--- config.mk ---
export PLATFORM = sky130hd
export DESIGN_NAME = sym_packer
export DESIGN_NICKNAME = d
export VERILOG_FILES = /design/src/rtl/sym_packer_pkg.sv /design/src/rtl/sync_fifo_reg.sv /design/src/rtl/sym_packer.sv
export SDC_FILE = /design/constraint.sdc
export NUM_CORES = 1
export LEC_CHECK = 0
export CAP_MARGIN = 20
export CORE_MARGIN = 4
export CORE_UTILIZATION = 57
export DETAILED_ROUTE_END_ITERATION = 6
export DONT_BUFFER_PORTS = 1
export PLACE_DENSITY = 0.75
export SYNTH_ARGS = -nofsm -noshare
export SYNTH_HDL_FRONTEND = slang
export SYNTH_HIERARCHICAL = 1
export SYNTH_SLANG_ARGS = --single-unit
--- constraint.sdc ---
create_clock -name clk -period 3.9 [get_ports clk]
set_clock_uncertainty 0.15 [all_clocks]
set_input_delay 0.975 -clock clk [delete_from_list [all_inputs] [get_ports clk]]
set_output_delay 0.975 -clock clk [all_outputs]
set_load 0.02 [all_outputs]
--- src/rtl/sym_packer_pkg.sv ---
// Shared helpers for the symbol packer and its FIFO: pointer sizing, default width,
// and the Gray encoder used when GRAY_MAP_EN is defined.
package sym_packer_pkg;

    localparam int MAX_W_DEFAULT = 16;

    function automatic int ptr_w(input int depth);
        return (depth > 1) ? $clog2(depth) : 1;
    endfunction

    // Gray code restricted to the low w bits; everything above stays zero.
    function automatic logic [31:0] gray_encode(input logic [31:0] s, input int w);
        logic [31:0] m;
        m = (w >= 32) ? 32'hFFFF_FFFF : ~(32'hFFFF_FFFF << w);
        return (s ^ (s >> 1)) & m;
    endfunction

endpackage

--- src/rtl/sync_fifo_reg.sv ---
// Synchronous FIFO with a registered head output and an occupancy count.
// dout always holds the current head entry, so a consumer sees data with sym_valid.
module sync_fifo_reg
    import sym_packer_pkg::*;
#(
    parameter int WIDTH = 16,
    parameter int DEPTH = 4
) (
    input  logic                     clk,
    input  logic                     rst,
    input  logic                     wr_en,
    input  logic [WIDTH-1:0]         din,
    input  logic                     rd_en,
    output logic [WIDTH-1:0]         dout,
    output logic                     valid,
    output logic [$clog2(DEPTH):0]   count
);
    localparam int PW = ptr_w(DEPTH);

    logic [WIDTH-1:0] r_mem [DEPTH];
    logic [PW-1:0]    r_wp, r_rp;
    logic [PW:0]      r_cnt;
    logic [WIDTH-1:0] r_dout;
    logic             w_push, w_pop;
    logic [PW-1:0]    w_rp_nxt;

    assign w_push   = wr_en && (r_cnt != (PW+1)'(DEPTH));
    assign w_pop    = rd_en && (r_cnt != '0);
    assign w_rp_nxt = r_rp + 1'b1;

    always_ff @(posedge clk) begin
        if (w_push) r_mem[r_wp] <= din;
    end

    always_ff @(posedge clk or posedge rst) begin
        if (rst) begin
            r_wp   <= '0;
            r_rp   <= '0;
            r_cnt  <= '0;
            r_dout <= '0;
        end else begin
            if (w_push) r_wp <= r_wp + 1'b1;
            if (w_pop)  r_rp <= w_rp_nxt;
            case ({w_push, w_pop})
                2'b10:   r_cnt <= r_cnt + 1'b1;
                2'b01:   r_cnt <= r_cnt - 1'b1;
                default: r_cnt <= r_cnt;
            endcase
            // Head register: next stored entry, the bypassed write, or empty.
            if (w_pop) begin
                if (r_cnt > (PW+1)'(1)) r_dout <= r_mem[w_rp_nxt];
                else if (w_push)        r_dout <= din;
                else                    r_dout <= '0;
            end else if (w_push && (r_cnt == '0)) begin
                r_dout <= din;
            end
        end
    end

    assign dout  = r_dout;
    assign valid = (r_cnt != '0);
    assign count = r_cnt;

endmodule

--- src/rtl/sym_packer.sv ---
// Packs a serial bit stream into run-time-width symbols, buffered in a small FIFO.
// Define GRAY_MAP_EN to Gray-encode each completed symbol before it is stored.
module sym_packer
    import sym_packer_pkg::*;
#(
    parameter int MAX_W = MAX_W_DEFAULT,
    parameter int CFG_W = 4,
    parameter int DEPTH = 4
) (
    input  logic                       clk,
    input  logic                       rst,
    input  logic                       bit_valid,
    input  logic                       bit_in,
    output logic                       bit_ready,
    input  logic [CFG_W-1:0]           width_cfg,
    input  logic                       msb_first,
    output logic                       sym_valid,
    input  logic                       sym_ready,
    output logic [MAX_W-1:0]           sym_data,
    output logic                       overrun,
    output logic [$clog2(DEPTH):0]     fill
);
    logic             r_rdy_en, r_msb, r_ovr;
    logic [CFG_W-1:0] r_cnt, r_cfg;
    logic [MAX_W-1:0] r_acc;

    logic             w_full, w_fire, w_msb, w_last, w_push;
    logic [CFG_W-1:0] w_cfg;
    logic [MAX_W-1:0] w_acc_nxt, w_mask, w_sym;

    assign w_full    = (fill == ($clog2(DEPTH)+1)'(DEPTH));
    assign bit_ready = r_rdy_en && !w_full;
    assign w_fire    = bit_valid && bit_ready;

    // The first bit of a symbol uses the live config, which is latched on that same edge.
    assign w_cfg  = (r_cnt == '0) ? width_cfg : r_cfg;
    assign w_msb  = (r_cnt == '0) ? msb_first : r_msb;
    assign w_last = (r_cnt == w_cfg);
    assign w_push = w_fire && w_last;
    assign w_mask = ~({MAX_W{1'b1}} << (int'(w_cfg) + 1));

    always_comb begin
        w_acc_nxt = r_acc;
        if (w_msb) w_acc_nxt = {r_acc[MAX_W-2:0], bit_in};
        else       w_acc_nxt = r_acc | (MAX_W'(bit_in) << r_cnt);
    end

`ifdef GRAY_MAP_EN
    logic [31:0] w_g32;
    assign w_g32 = gray_encode(32'(w_acc_nxt & w_mask), int'(w_cfg) + 1);
    assign w_sym = w_g32[MAX_W-1:0];
`else
    assign w_sym = w_acc_nxt & w_mask;
`endif

    always_ff @(posedge clk or posedge rst) begin
        if (rst) begin
            r_rdy_en <= 1'b0;
            r_ovr    <= 1'b0;
            r_cnt    <= '0;
            r_cfg    <= '0;
            r_msb    <= 1'b0;
            r_acc    <= '0;
        end else begin
            r_rdy_en <= 1'b1;
            // Only a full FIFO stalls the source outside reset.
            if (bit_valid && r_rdy_en && w_full) r_ovr <= 1'b1;
            if (w_fire) begin
                if (r_cnt == '0) begin
                    r_cfg <= width_cfg;
                    r_msb <= msb_first;
                end
                if (w_last) begin
                    r_cnt <= '0;
                    r_acc <= '0;
                end else begin
                    r_cnt <= r_cnt + 1'b1;
                    r_acc <= w_acc_nxt;
                end
            end
        end
    end

    assign overrun = r_ovr;

    sync_fifo_reg #(.WIDTH(MAX_W), .DEPTH(DEPTH)) u_fifo (
        .clk   (clk),
        .rst   (rst),
        .wr_en (w_push),
        .din   (w_sym),
        .rd_en (sym_ready),
        .dout  (sym_data),
        .valid (sym_valid),
        .count (fill)
    );

endmodule

==> results.yml <==
route:
  routedWlPerCell_um: 22.1
  ant_nets: 0
  drc: 0
  wirelength_um: 13100
  drt-initial-drc-count: 361
  first_pass_iters: 5
  via_per_inst: 6.47
  vias: 3838
worst_setup_path:
  startpoint_type: "register"
  r2r_cells: 13
  crit_arrival_ns: 3.74
  critical_path_class: "reg2reg"
  rr_endpoint: "u_fifo/count[2]"
  r2r_slack_ns: 0.43
  crit_required_ns: 4.17
  crit_fanout: 12
  cp-end-kind: "register"
  worstReg2RegStart: "r_cnt[0]"
timing:
  rsz0062_at_grt: "no"
  min_period_over_period: 0.889
  finalHoldViolations: 0
  post-route-min-period_ns: 3.47
  worst_pin_slew_ns: 0.985
  fin_hold_ws_ns: 0.170
  max_freq_mhz: 288
  drv_slew: 0
  fin_setup_tns_ns: 0
  slew_headroom: 0.343
  setup_viol: 0
yosys:
  yosys-top-cells-count: "edfxtp_1, nand2_1, dfrtp_1, o211ai_1"
  synth_seq_cells: 114
  synth.distinct_cells: 60
  syn_inst: 447
  synthArstFlopShare: 0.439
  synth_nets: 470
  synth_most_common_cell: "edfxtp_1"
  yosys_warnings: 6
  synthTopCellsByArea: "edfxtp_1, dfrtp_1, mux4_2"
  yosys_most_used_dff: "edfxtp_1"
  synth_area_um2: 5580
  synth_top_area_share: 0.344
  yosys.area.top_type: "edfxtp_1"
  synth_seq_area_share: 0.569
  synth-edff-count: 64
  postSynthAreaPerCell_um2: 12.5
floorplanning:
  io_pins: 32
  start_util: 0.595
  dieArea_um2: 11400
  die_y_um: 107
  coreArea_um2: 9370
  die_width_um: 107
  rows: 35
power_and_ir_drop:
  leakagePower_nw: 2.24
  power_switching_mw: 1.57
  pwr_density_cell_nw_per_um2: 687
  switching_share: 0.361
  power.share.clock: 0.336
  internal_power_mw: 2.77
  vdd_drop_max_mv: 0.339
  comb_power_share: 0.246
  seqPwrFrac: 0.418
place:
  portBuffers: 0
  place_inst: 560
  gp_congestion: 0.947
  dpl.hpwl_um: 8510
final_layout:
  antennaDiodeCount: 0
  nFillCells: 677
  final_cells: 593
  layout-area-overhead-vs-synth_pct: 13.2
  drive_gt1_frac: 0.190
  fin_nets: 474
grt:
  grt_pass1_wl_um: 21300
  grt_pass1_vias: 3914
  grt_start_max_net_pins: 45
  track_usage: 0.246
  antenna_found_initial: 0
  gr-total-overflow: 0
clocking:
  cts_tree: "yes"
  postCtsHoldBufs: 0
  cts_setup_buffers: 0
  cts_resized: 0
  cts_root_buf: "clkbuf_8"
  cts_buffers: 17
  clockBufferDepth: 2
  clk-insertion-delay-late_ns: 0.51
  htree_levels: 4
  clock-sinks: 114
  clk_pin_slew_worst_paths_ns: 0.06
status:
  outcome: "completed"
worst_hold_path:
  hold_class: "in2async"
job:
  maxCapViolCount: 0
## critical path, cell delays in order (launching register included)
cell and delay (ns):
dfrtp_1 0.50, inv_1 0.13, ha_1 0.21, nor3b_4 0.48, mux2i_2 0.31, xnor2_1 0.10
nor3_2 0.22, and2_1 0.21, a21boi_1 0.19, buf_4 0.18, inv_1 0.06, ha_1 0.35
nor2_1 0.17, xnor2_1 0.13
## flip-flops by register name (all words and copies together) (netlist names)
register	count
u_fifo/r_mem	64
r_acc	16
u_fifo/dout	16
r_cfg	4
r_cnt	4
u_fifo/count	3
u_fifo/r_rp	2
u_fifo/r_wp	2
overrun	1
r_msb	1
r_rdy_en	1
## area by class of cell
class                      instances  area, µm²  area share
clock buffer                      19        443      0.0701
clock inverter                    13        128      0.0202
inverter                          16       60.1     0.00951
multi-input combinational        286       2190       0.347
sequential                       114       3170       0.502
tap                              129        161      0.0255
timing repair buffer              16        160      0.0254
## how the worst max path moves through the flow
stage,from,endpoint,cells past startpoint
final,r_cnt[0],u_fifo/count[2],13
after CTS,r_cnt[0],u_fifo/count[2],13
after global routing,r_cnt[0],u_fifo/dout[14],10
after floorplan,r_cnt[0],u_fifo/r_mem[0][0],11
after detailed placement,r_cnt[0],u_fifo/count[2],13
after global placement,r_cnt[0],u_fifo/count[2],13
## power by group through the flow
| stage | Clock, mW | Combinational (mW) | Sequential (mW) |
|---|---|---|---|
| 2_1_floorplan | 0 | 0.917 | 1.69 |
| 3_3_place_gp | 0 | 0.956 | 1.86 |
| 3_5_place_dp | 0 | 1.05 | 1.84 |
| 4_1_cts | 1.48 | 1.06 | 1.82 |
| 5_1_grt | 1.54 | 1.17 | 1.84 |
| 6_report | 1.46 | 1.07 | 1.81 |
## cell families (layout without fill, tap and decap cells)
| kind of cell | count (synthesis) | after routing | synth area share |
|---|---|---|---|
| AND/OR/NAND/NOR | 113 | 113 | 0.0948 |
| multiplexers | 25 | 25 | 0.0816 |
| other | 1 | 1 | 0.000672 |
| flip-flops | 114 | 114 | 0.569 |
| adder cells (fa/ha/maj) | 13 | 13 | 0.0291 |
| XOR/XNOR | 8 | 8 | 0.0126 |
| AO/OA/AOI/OAI | 126 | 126 | 0.173 |
| buffers and inverters | 47 | 64 | 0.0392 |
## layout by cell type (no fill, tap or decap), types with 3 or more instances in the layout
master,count
and2_1,6
ha_1,13
o2111ai_1,16
mux4_2,16
a211o_1,3
a31oi_1,6
xnor2_1,7
nand2_1,58
o211ai_1,24
mux2i_1,6
o211ai_2,10
edfxtp_1,64
o31ai_1,13
clkinv_4,5
clkinvlp_4,3
nor2b_1,4
buf_4,14
inv_1,14
nor3_1,5
nor2_1,20
a21oi_1,11
dfrtp_1,50
o21ai_0,20
nand3_1,4
clkbuf_16,17
## metrics by stage
step | total power [mW] | worst slack [ns] | instance area (µm²) | utilization
4_1_cts | 4.35 | 0.430 | 6290 | 0.671
5_1_grt | 4.56 | 0.0929 | 6320 | 0.674
3_5_place_dp | 2.88 | 0.448 | 5720 | 0.610
6_report | 4.34 | 0.433 | 6320 | 0.674
2_1_floorplan | 2.60 | 0.144 | 5580 | -
3_3_place_gp | 2.82 | 0.608 | 5690 | 0.607
## per-layer routing
layer,part of all wire,up-vias,GRT usage
met2,0.48,171,0.386
met4,0.020,0,0.0877
met5,0,-,0
met1,0.42,1922,0.327
li1,-,1718,-
met3,0.083,27,0.0741
No activity file was read; power rests on OpenSTA's default activity.
